<file path="src/rtl/vote_pkg.sv">
// Shared types and constants for the vote result reporter: FSM states,
// candidate index type, packet header and packet lengths.
package vote_pkg;

    localparam logic [7:0] HEADER       = 8'hA5;
    localparam int         PKT_LEN_BASE = 5;
    localparam int         PKT_LEN_CSUM = 6;

    typedef enum logic [1:0] {
        IDLE,
        SNAP,
        CMP,
        SEND
    } state_t;

    typedef logic [1:0] cand_idx_t;

endpackage

</file>
<file path="src/rtl/vote_result_reporter_if.sv">
// Request, tally and result signals between the vote logger side and the
// reporter; the reporter takes the slave modport.
interface vote_result_reporter_if;
    import vote_pkg::*;

    logic       mode;
    logic       start;
    logic [7:0] cand1_votes;
    logic [7:0] cand2_votes;
    logic [7:0] cand3_votes;
    logic [7:0] cand4_votes;
    logic       busy;
    logic       tx;
    cand_idx_t  winner;
    logic       winner_valid;
    logic       tie;

    modport master (
        output mode, start, cand1_votes, cand2_votes, cand3_votes, cand4_votes,
        input  busy, tx, winner, winner_valid, tie
    );

    modport slave (
        input  mode, start, cand1_votes, cand2_votes, cand3_votes, cand4_votes,
        output busy, tx, winner, winner_valid, tie
    );

endinterface

</file>
<file path="src/rtl/uart_tx_byte.sv">
// 8N1 byte transmitter. ready is high when idle and during the final cycle of
// the stop bit, so a load then starts the next frame with no idle gap.
module uart_tx_byte #(
    parameter int BAUD_DIV = 868
) (
    input  logic       clock,
    input  logic       reset,
    input  logic       load,
    input  logic [7:0] data,
    output logic       ready,
    output logic       tx
);

    localparam logic [15:0] BAUD_LAST = 16'(BAUD_DIV - 1);

    logic        active;
    logic [15:0] baud_cnt;
    logic [3:0]  bit_cnt;
    logic [8:0]  shift;
    logic        stop_done;

    assign stop_done = active && (bit_cnt == 4'd9) && (baud_cnt == BAUD_LAST);
    assign ready     = !active || stop_done;

    always_ff @(posedge clock or negedge reset) begin
        if (!reset) begin
            active   <= 1'b0;
            tx       <= 1'b1;
            baud_cnt <= '0;
            bit_cnt  <= '0;
        end else if (load && ready) begin
            active   <= 1'b1;
            tx       <= 1'b0;
            baud_cnt <= '0;
            bit_cnt  <= '0;
        end else if (active) begin
            if (baud_cnt == BAUD_LAST) begin
                baud_cnt <= '0;
                if (bit_cnt == 4'd9) begin
                    active <= 1'b0;
                    tx     <= 1'b1;
                end else begin
                    bit_cnt <= bit_cnt + 4'd1;
                    tx      <= shift[0];
                end
            end else begin
                baud_cnt <= baud_cnt + 16'd1;
            end
        end
    end

    // Data bits then the stop bit shift out LSB first behind the start bit.
    always_ff @(posedge clock) begin
        if (load && ready) begin
            shift <= {1'b1, data};
        end else if (active && (baud_cnt == BAUD_LAST) && (bit_cnt != 4'd9)) begin
            shift <= {1'b1, shift[8:1]};
        end
    end

endmodule

</file>
<file path="src/rtl/vote_result_reporter.sv">
// Snapshots the four tallies, finds leader/tie and streams A5 + tallies over 8N1.
// Optional VOTE_REPORT_CHECKSUM_EN appends an XOR checksum byte.
module vote_result_reporter
    import vote_pkg::*;
#(
    parameter int BAUD_DIV = 868,
    parameter int CNT_W    = 8
) (
    input logic                   clock,
    input logic                   reset,
    vote_result_reporter_if.slave bus
);

`ifdef VOTE_REPORT_CHECKSUM_EN
    localparam int PKT_LEN = PKT_LEN_CSUM;
`else
    localparam int PKT_LEN = PKT_LEN_BASE;
`endif
    localparam logic [2:0] LAST_BYTE = 3'(PKT_LEN - 1);

    state_t           state;
    logic [1:0]       cmp_cnt;
    logic [2:0]       byte_idx;
    logic             busy;
    cand_idx_t        winner;
    logic             winner_valid;
    logic             tie;

    logic [CNT_W-1:0] snap [4];
    logic [CNT_W-1:0] max_val;
    cand_idx_t        max_idx;
    logic             run_tie;

    cand_idx_t        cand_idx;
    logic [CNT_W-1:0] cand_val;
    logic [CNT_W-1:0] nxt_max;
    cand_idx_t        nxt_idx;
    logic             nxt_tie;

    logic [2:0]       next_idx;
    logic [7:0]       next_byte;
    logic             uart_load;
    logic             uart_ready;
    logic [7:0]       uart_data;

    assign cand_idx = cmp_cnt + 2'd1;
    assign cand_val = snap[cand_idx];

    // Equal keeps the lower index and flags a tie; strictly greater clears it.
    always_comb begin
        nxt_max = max_val;
        nxt_idx = max_idx;
        nxt_tie = run_tie;
        if (cand_val > max_val) begin
            nxt_max = cand_val;
            nxt_idx = cand_idx;
            nxt_tie = 1'b0;
        end else if (cand_val == max_val) begin
            nxt_tie = 1'b1;
        end
    end

    assign next_idx = byte_idx + 3'd1;

    always_comb begin
        case (next_idx)
            3'd1:    next_byte = 8'(snap[0]);
            3'd2:    next_byte = 8'(snap[1]);
            3'd3:    next_byte = 8'(snap[2]);
            3'd4:    next_byte = 8'(snap[3]);
`ifdef VOTE_REPORT_CHECKSUM_EN
            3'd5:    next_byte = HEADER ^ 8'(snap[0]) ^ 8'(snap[1]) ^ 8'(snap[2]) ^ 8'(snap[3]);
`endif
            default: next_byte = HEADER;
        endcase
    end

    // Header is loaded on CMP exit so its start bit begins as results appear.
    assign uart_load = ((state == CMP) && (cmp_cnt == 2'd2)) ||
                       ((state == SEND) && uart_ready && (byte_idx != LAST_BYTE));
    assign uart_data = (state == CMP) ? HEADER : next_byte;

    always_ff @(posedge clock or negedge reset) begin
        if (!reset) begin
            state        <= IDLE;
            busy         <= 1'b0;
            winner       <= '0;
            winner_valid <= 1'b0;
            tie          <= 1'b0;
            cmp_cnt      <= '0;
            byte_idx     <= '0;
        end else begin
            case (state)
                IDLE: begin
                    if (bus.start && bus.mode) begin
                        state <= SNAP;
                        busy  <= 1'b1;
                    end
                end
                SNAP: begin
                    state   <= CMP;
                    cmp_cnt <= '0;
                end
                CMP: begin
                    cmp_cnt <= cmp_cnt + 2'd1;
                    if (cmp_cnt == 2'd2) begin
                        state        <= SEND;
                        byte_idx     <= '0;
                        winner       <= nxt_idx;
                        tie          <= nxt_tie;
                        winner_valid <= (nxt_max != '0);
                    end
                end
                SEND: begin
                    if (uart_ready) begin
                        if (byte_idx == LAST_BYTE) begin
                            state <= IDLE;
                            busy  <= 1'b0;
                        end else begin
                            byte_idx <= next_idx;
                        end
                    end
                end
                default: state <= IDLE;
            endcase
        end
    end

    // Snapshot and running max; candidate 1 seeds the compare.
    always_ff @(posedge clock) begin
        if (state == SNAP) begin
            snap[0] <= bus.cand1_votes;
            snap[1] <= bus.cand2_votes;
            snap[2] <= bus.cand3_votes;
            snap[3] <= bus.cand4_votes;
            max_val <= bus.cand1_votes;
            max_idx <= '0;
            run_tie <= 1'b0;
        end else if (state == CMP) begin
            max_val <= nxt_max;
            max_idx <= nxt_idx;
            run_tie <= nxt_tie;
        end
    end

    uart_tx_byte #(
        .BAUD_DIV (BAUD_DIV)
    ) u_uart (
        .clock (clock),
        .reset (reset),
        .load  (uart_load),
        .data  (uart_data),
        .ready (uart_ready),
        .tx    (bus.tx)
    );

    assign bus.busy         = busy;
    assign bus.winner       = winner;
    assign bus.winner_valid = winner_valid;
    assign bus.tie          = tie;

endmodule

</file>
<file path="src/flat_wrapper.sv">
// flat-port wrapper written by rule: the top's interface ports become plain ports
module vote_result_reporter_flat import vote_pkg::*;
#(
    parameter int BAUD_DIV = 868,
    parameter int CNT_W    = 8
)
  (clock, reset, bus_mode, bus_start, bus_cand1_votes, bus_cand2_votes, bus_cand3_votes, bus_cand4_votes, bus_busy, bus_tx, bus_winner, bus_winner_valid, bus_tie);
  vote_result_reporter_if bus_i ();
  input logic clock;
  input logic reset;
  input wire logic [$bits(bus_i.mode)-1:0] bus_mode;
  input wire logic [$bits(bus_i.start)-1:0] bus_start;
  input wire logic [$bits(bus_i.cand1_votes)-1:0] bus_cand1_votes;
  input wire logic [$bits(bus_i.cand2_votes)-1:0] bus_cand2_votes;
  input wire logic [$bits(bus_i.cand3_votes)-1:0] bus_cand3_votes;
  input wire logic [$bits(bus_i.cand4_votes)-1:0] bus_cand4_votes;
  output wire logic [$bits(bus_i.busy)-1:0] bus_busy;
  output wire logic [$bits(bus_i.tx)-1:0] bus_tx;
  output wire logic [$bits(bus_i.winner)-1:0] bus_winner;
  output wire logic [$bits(bus_i.winner_valid)-1:0] bus_winner_valid;
  output wire logic [$bits(bus_i.tie)-1:0] bus_tie;
  assign bus_i.mode = bus_mode;
  assign bus_i.start = bus_start;
  assign bus_i.cand1_votes = bus_cand1_votes;
  assign bus_i.cand2_votes = bus_cand2_votes;
  assign bus_i.cand3_votes = bus_cand3_votes;
  assign bus_i.cand4_votes = bus_cand4_votes;
  assign bus_busy = bus_i.busy;
  assign bus_tx = bus_i.tx;
  assign bus_winner = bus_i.winner;
  assign bus_winner_valid = bus_i.winner_valid;
  assign bus_tie = bus_i.tie;
  vote_result_reporter #(.BAUD_DIV(BAUD_DIV), .CNT_W(CNT_W)) u_core (.clock(clock), .reset(reset), .bus(bus_i));
endmodule
</file>
<file path="config.mk">
export PLATFORM = sky130hd
export DESIGN_NAME = vote_result_reporter_flat
export DESIGN_NICKNAME = d
export VERILOG_FILES = /design/src/rtl/vote_pkg.sv /design/src/rtl/vote_result_reporter_if.sv /design/src/rtl/uart_tx_byte.sv /design/src/rtl/vote_result_reporter.sv /design/src/flat_wrapper.sv
export SDC_FILE = /design/constraint.sdc
export NUM_CORES = 1
export LEC_CHECK = 0
export CORE_UTILIZATION = 25
export DETAILED_ROUTE_END_ITERATION = 10
export GPL_TIMING_DRIVEN = 1
export PLACE_DENSITY_LB_ADDON = 0.05
export SYNTH_ARGS = -nofsm -noshare
export SYNTH_HDL_FRONTEND = slang
export SYNTH_HIERARCHICAL = 1
export SYNTH_SLANG_ARGS = --single-unit
</file>
<file path="constraint.sdc">
create_clock -name clock -period 4.7 [get_ports clock]
set_input_delay 1.41 -clock clock [delete_from_list [all_inputs] [get_ports clock]]
set_output_delay 1.41 -clock clock [all_outputs]
set_load 0.02 [all_outputs]
</file>
==> results of run 1 <==
cells in the final DEF, fill, tap and decap left out, types with 13 or more instances in the layout:
cell type / count
edfxtp_1: 48
clkdlybuf4s50_1: 40
nor2_1: 37
dfrtp_1: 33
nand2_1: 28
o21ai_0: 26
inv_1: 25
nand3_1: 23
ha_1: 22
a22oi_1: 17
a21oi_1: 13
nand4_1: 13
registers in the layout, indices dropped and copies added (netlist names), 2 cells and up:
signal	cells
u_core/byte_idx	3
u_core/u_uart/bit_cnt	4
u_core/cmp_cnt	2
u_core/max_val	8
u_core/bus.winner	2
u_core/max_idx	2
u_core/u_uart/baud_cnt	16
u_core/state	2
u_core/snap	32
u_core/u_uart/shift	8
kinds of logic after synthesis:
family                   Yosys count  synth area share, %
multiplexers                      11                 4.94
adder cells (fa/ha/maj)           23                 6.14
buffers and inverters             48                 4.40
flip-flops                        85                 50.2
AO/OA/AOI/OAI                    104                 15.3
XOR/XNOR                          12                 2.24
AND/OR/NAND/NOR                  150                 16.8
critical path, delay by kind of cell, from the launching register on:
family                   cells  cell delay [ps]
adder cells (fa/ha/maj)      2              970
flip-flops                   1              720
AND/OR/NAND/NOR              2              390
AO/OA/AOI/OAI                3             1350
buffers and inverters        1              180
multiplexers                 1              450
how the worst max path moves through the flow:
stage | startpoint | endpoint | slack (ps) | cells after the start
2_1_floorplan | u_core/u_uart/baud_cnt[0] | u_core/u_uart/shift[0] | 1680 | 9
3_3_place_gp | u_core/cmp_cnt[0] | u_core/max_idx[1] | 500 | 9
3_5_place_dp | u_core/cmp_cnt[0] | u_core/max_idx[0] | 480 | 9
4_1_cts | u_core/cmp_cnt[0] | u_core/max_idx[0] | 460 | 9
5_1_grt | u_core/cmp_cnt[0] | u_core/max_idx[0] | 240 | 9
6_report | u_core/cmp_cnt[0] | u_core/max_idx[0] | 540 | 9
cell type report:
class | instances | area [um^2]
clock inverters | 7 | 57.6
flip-flops and latches | 85 | 2350
inverters | 26 | 97.6
fillers | 1866 | 12600
well taps | 229 | 287
clock buffers | 9 | 225
multi-input cells | 300 | 2130
repair buffers | 46 | 443
through the flow:
stage	total power [W]	instances	util, %
5_1_grt	0.00396	702	30.8
2_1_floorplan	0.00244	433	-
6_report	0.00365	702	30.8
3_3_place_gp	0.00299	686	29.3
3_5_place_dp	0.00299	686	29.3
4_1_cts	0.00372	702	30.8
power groups by stage:
stage          sequential (W)  clock [W]  combinational (W)
2_1_floorplan         0.00123          0            0.00121
3_3_place_gp          0.00130          0            0.00169
3_5_place_dp          0.00130          0            0.00169
4_1_cts               0.00128   0.000739            0.00170
5_1_grt               0.00131   0.000763            0.00189
6_report              0.00128   0.000703            0.00167
per-layer routing:
layer,routed length (um),share of wire [%],GRT usage [%],up-vias
met2,5830,44,21.3,89
met3,494,3.7,4.01,11
met1,6700,51,20.5,1748
li1,-,-,-,1725
met4,198,1.5,4.74,0
met5,0,0,0,-
==> flow_metrics.py, run 1 <==
metrics = {
    "pwr": {
        "p_seq_share_pct": 35.0,
        "p_leak_nw": 2.06,
        "switching_power_w": 0.00158,
        "power_per_cell_area_mw_per_mm2": 653,
        "p_clk_share_pct": 19.2,
        "cell_internal_pwr_w": 0.00208,
        "comb_power_share_pct": 45.7,
        "p_sw_share_pct": 43.2,
        "peakVddDrop_mv": 0.171,
    },
    "synth": {
        "synth_common_cells": "48 x edfxtp_1, 37 x nor2_1, 33 x dfrtp_1",
        "ys.flop_type": "edfxtp_1",
        "synth_edf_count": 48,
        "syn_avg_cell_area_um2": 10.8,
        "synthCells": 433,
        "ys_warn_count": 6,
        "synth_area_leaders": "edfxtp_1 31%, dfrtp_1 18%, ha_1 6.1%",
        "synth_largest_area_cell": "edfxtp_1",
        "synth-seq-cells": 85,
        "ys_types": 60,
        "yosys.cell_count.top_type": "edfxtp_1",
        "synth_seq_area_share_pct": 50.2,
        "syn_nets": 492,
        "synth_top_area_share_pct": 30.7,
        "netlist_area_mm2": 0.00469,
        "synthArstFlopShare_pct": 40.0,
    },
    "clocking": {
        "cts_root_buffer": "clkbuf_16",
        "cts_buffers": 9,
        "holdBufCountCts": 0,
        "cts_tree": "built",
        "clockBufferDepth": 2,
        "cts_resized": 0,
        "insertion_delay_ps": 350,
        "postCtsSetupRepairBufs": 0,
        "htreeDepth": 3,
        "clkTransAtPathRegs_ps": 70,
        "cts_sinks": 85,
    },
    "floorplan": {
        "row_count": 49,
        "dieArea_mm2": 0.0193,
        "ioPinCount": 42,
        "initial_utilization_pct": 25.8,
        "die_x_um": 139,
        "die_h_um": 139,
        "core_area_mm2": 0.0181,
    },
    "setup_path": {
        "slowest_delay_ps": 810,
        "cp_slowest_cell": "o211ai_1",
        "r2r_start": "u_core/cmp_cnt[0]",
        "critPathMaxFanout": 11,
        "cp-start-kind": "register",
        "required_ps": 4950,
        "worstSetupPathType": "reg -> reg",
        "rr_worst_depth": 9,
        "arrival_ps": 4410,
        "reg2reg_to": "u_core/max_idx[0]",
        "path_cells": "inv_1 -> ha_1 -> mux4_2 -> ha_1 -> nor2b_1 -> o211a_1 -> o211ai_1 -> nand2_1 -> a221oi_1",
        "cp-end-kind": "register",
        "cp_common_cell": "ha_1",
        "rrSetupSlack_ps": 540,
    },
    "route": {
        "antenna_left": 0,
        "vias": 3573,
        "drtIter0Drc": 244,
        "wire_per_inst_um": 18.8,
        "routed_via_density": 5.09,
        "dr.pass1.iters": 7,
        "drt_wl_total_mm": 13.2,
        "drcViolationCount": 1,
    },
    "placed_design": {
        "dpl_cell_area_mm2": 0.00531,
        "io_buffers": 41,
        "dp_hpwl_mm": 9.46,
        "gp_congestion": 0.785,
        "dp_slack_ps": 482,
    },
    "global_route": {
        "grt_start_max_net_pins": 37,
        "grt_pass1_vias": 3534,
        "grt_first_pass_wirelength_mm": 21.1,
        "grt_util_all_layers_pct": 14.5,
        "antenna_found_initial": 0,
        "overflow": 0,
    },
    "sta": {
        "fmax_mhz": 240,
        "finalHoldViolCount": 0,
        "post-route-period-util_pct": 88.5,
        "max_slew_margin_pct": 32.7,
        "slew_violations": 0,
        "hold_ws_ps": 473,
        "layout_setup_ws_ps": 540,
        "tightestPinTransition_ps": 1000,
        "layout_min_cycle_time_ps": 4160,
        "rsz0062_at_grt": "no",
        "final.setup.tns_ps": 0,
        "setup_viol": 0,
        "clock_skew_ps": 7.86,
    },
    "job": {
        "maxCapViolations": 0,
    },
    "final_layout": {
        "n_antenna_cell": 0,
        "nets": 527,
        "final_cell_area_mm2": 0.00559,
        "drive_above_1_share_pct": 7.19,
        "syn2layout_area_growth_pct": 19.3,
    },
    "hold_path": {
        "hold_path_end": "u_core/max_idx[1]",
        "min_path_cells": 2,
        "holdCritPathClass": "reg -> reg",
        "min_from": "u_core/max_idx[1]",
    },
    "outcome": {
        "status": "complete, but fails checks",
        "failed_checks": "DRC",
    },
}
Power figures use the tool's default switching activity.
==> inputs of run 2 (changes only) <==
--- a/config.mk
+++ b/config.mk
@@ -9,6 +9,7 @@
 export DETAILED_ROUTE_END_ITERATION = 10
 export GPL_TIMING_DRIVEN = 1
 export PLACE_DENSITY_LB_ADDON = 0.05
+export SETUP_SLACK_MARGIN = 0.5
 export SYNTH_ARGS = -nofsm -noshare
 export SYNTH_HDL_FRONTEND = slang
 export SYNTH_HIERARCHICAL = 1
==> flow_metrics.py, run 2 (synthesized netlist as in run 1, its figures left out) <==
metrics = {
    "outcome": {
        "status": "complete, but fails checks",
        "failed_checks": "DRC",
    },
    "floorplan": {
        "ioPinCount": 42,
        "core_area_mm2": 0.0181,
        "die_x_um": 139,
        "dieArea_mm2": 0.0193,
        "initial_utilization_pct": 25.8,
        "die_h_um": 139,
        "row_count": 49,
    },
    "route": {
        "drcViolationCount": 1,
        "antenna_left": 0,
        "dr.pass1.iters": 8,
        "routed_via_density": 5.09,
        "drtIter0Drc": 290,
        "drt_wl_total_mm": 13.2,
        "vias": 3586,
        "wire_per_inst_um": 18.7,
    },
    "pwr": {
        "p_clk_share_pct": 19.3,
        "comb_power_share_pct": 45.8,
        "p_leak_nw": 2.07,
        "peakVddDrop_mv": 0.172,
        "power_per_cell_area_mw_per_mm2": 653,
        "p_sw_share_pct": 43.1,
        "switching_power_w": 0.00158,
        "cell_internal_pwr_w": 0.00208,
        "p_seq_share_pct": 34.9,
    },
    "global_route": {
        "grt_first_pass_wirelength_mm": 21.1,
        "gr-usage-met2_pct": 21.3,
        "overflow": 0,
        "grt_util_all_layers_pct": 14.6,
        "met1_usage_pct": 20.6,
        "grt.busiest_layer": "met2",
        "grt_start_max_net_pins": 37,
        "grt_pass1_vias": 3545,
        "antenna_found_initial": 0,
        "use_met3_pct": 4.01,
    },
    "clocking": {
        "htreeDepth": 3,
        "holdBufCountCts": 0,
        "cts_tree": "built",
        "cts_buffers": 9,
        "insertion_delay_ps": 350,
        "clockBufferDepth": 2,
        "cts_sinks": 85,
        "clkTransAtPathRegs_ps": 70,
        "cts_root_buffer": "clkbuf_16",
    },
    "hold_path": {
        "holdCritPathClass": "reg -> reg",
    },
    "final_layout": {
        "reg.largest.list": "u_core/snap (32), u_core/u_uart/baud_cnt (16)",
        "layout_common_cells": "48 x edfxtp_1, 40 x clkdlybuf4s50_1, 37 x nor2_1",
        "syn2layout_area_growth_pct": 19.6,
        "regMostFlops": "u_core/snap",
        "drive_above_1_share_pct": 7.58,
        "n_antenna_cell": 0,
        "nets": 529,
        "largest_reg_flops": 32,
        "layout_commonest_cell": "edfxtp_1",
    },
    "placed_design": {
        "io_buffers": 41,
        "gp_congestion": 0.785,
        "dp_hpwl_mm": 9.46,
    },
    "sta": {
        "rsz0062_at_grt": "no",
        "tightestPinTransition_ps": 889,
        "finalHoldViolCount": 0,
        "hold_ws_ps": 473,
        "post-route-period-util_pct": 80.9,
        "layout_min_cycle_time_ps": 3800,
        "slew_violations": 0,
        "clock_skew_ps": 8.46,
        "max_slew_margin_pct": 40.7,
        "fmax_mhz": 263,
        "setup_viol": 0,
        "final.setup.tns_ps": 0,
    },
    "setup_path": {
        "arrival_ps": 4050,
        "r2r_start": "u_core/cmp_cnt[0]",
        "critPathMaxFanout": 11,
        "cp-start-kind": "register",
        "crit_path_end": "u_core/max_idx[0]",
        "cp-end-kind": "register",
        "crit_start": "u_core/cmp_cnt[0]",
        "rrSetupSlack_ps": 900,
        "reg2reg_to": "u_core/max_idx[0]",
        "required_ps": 4950,
        "rr_worst_depth": 9,
        "worstSetupPathType": "reg -> reg",
    },
    "job": {
        "maxCapViolations": 0,
    },
}
run 2: changes by cell type in the layout (fill, tap and decap cells not counted):
cell   before  now
buf_4       5    7
run 2: area by class of cell:
type / instances / area (um^2)
Clock buffer: 9 / 225
Clock inverter: 7 / 57.6
Fill cell: 1863 / 12500
Inverter: 26 / 97.6
Multi-Input combinational cell: 300 / 2130
Sequential cell: 85 / 2350
Tap cell: 229 / 287
Timing Repair Buffer: 48 / 458
run 2: how the worst min path moves through the flow:
stage	from	to	slack (ps)	cells past startpoint
final	u_core/max_idx[1]	u_core/max_idx[1]	470	2
after global routing	u_core/max_idx[0]	u_core/max_idx[0]	510	2
after CTS	u_core/max_idx[1]	u_core/max_idx[1]	470	2
after detailed placement	u_core/max_idx[1]	u_core/max_idx[1]	460	2
after global placement	u_core/max_idx[0]	u_core/max_idx[0]	460	2
after floorplan	u_core/max_idx[1]	u_core/max_idx[1]	450	2
run 2: power groups by stage:
| stage | clock network (W) | logic [W] | registers, W |
|---|---|---|---|
| after floorplan | 0 | 0.00121 | 0.00123 |
| after global placement | 0 | 0.00169 | 0.00130 |
| after detailed placement | 0 | 0.00169 | 0.00130 |
| after CTS | 0.000739 | 0.00171 | 0.00128 |
| after global routing | 0.000763 | 0.00190 | 0.00131 |
| final | 0.000706 | 0.00168 | 0.00128 |
run 2: critical path, stage by stage, from the launching register on:
cell and delay, ps:
dfrtp_1 720, inv_1 180, ha_1 660, mux4_1 460
ha_1 330, a21oi_1 60, o21ai_0 330, and2_1 450
o21ai_0 200, a221oi_1 310
run 2: timing repair:
action                     CTS  global route
buffers inserted             2             0
gates resized for setup      0             0
setup endpoints to repair    2             0
run 2: layer usage:
metal / part of all wire [%] / vias to the layer above / wire [um]
li1: - / 1729 / -
met1: 51 / 1759 / 6710
met2: 44 / 87 / 5810
met3: 3.5 / 11 / 464
met4: 1.5 / 0 / 197
met5: 0 / - / 0
run 2: metrics by stage:
stage | area [um^2] | cells | util, % | setup WS (ps) | total power [W]
2_1_floorplan | 4690 | 433 | - | 1680 | 0.00244
3_3_place_gp | 5310 | 686 | 29.3 | 498 | 0.00299
3_5_place_dp | 5310 | 686 | 29.3 | 482 | 0.00299
4_1_cts | 5610 | 704 | 30.9 | 815 | 0.00373
5_1_grt | 5610 | 704 | 30.9 | 525 | 0.00397
6_report | 5610 | 704 | 30.9 | 899 | 0.00366
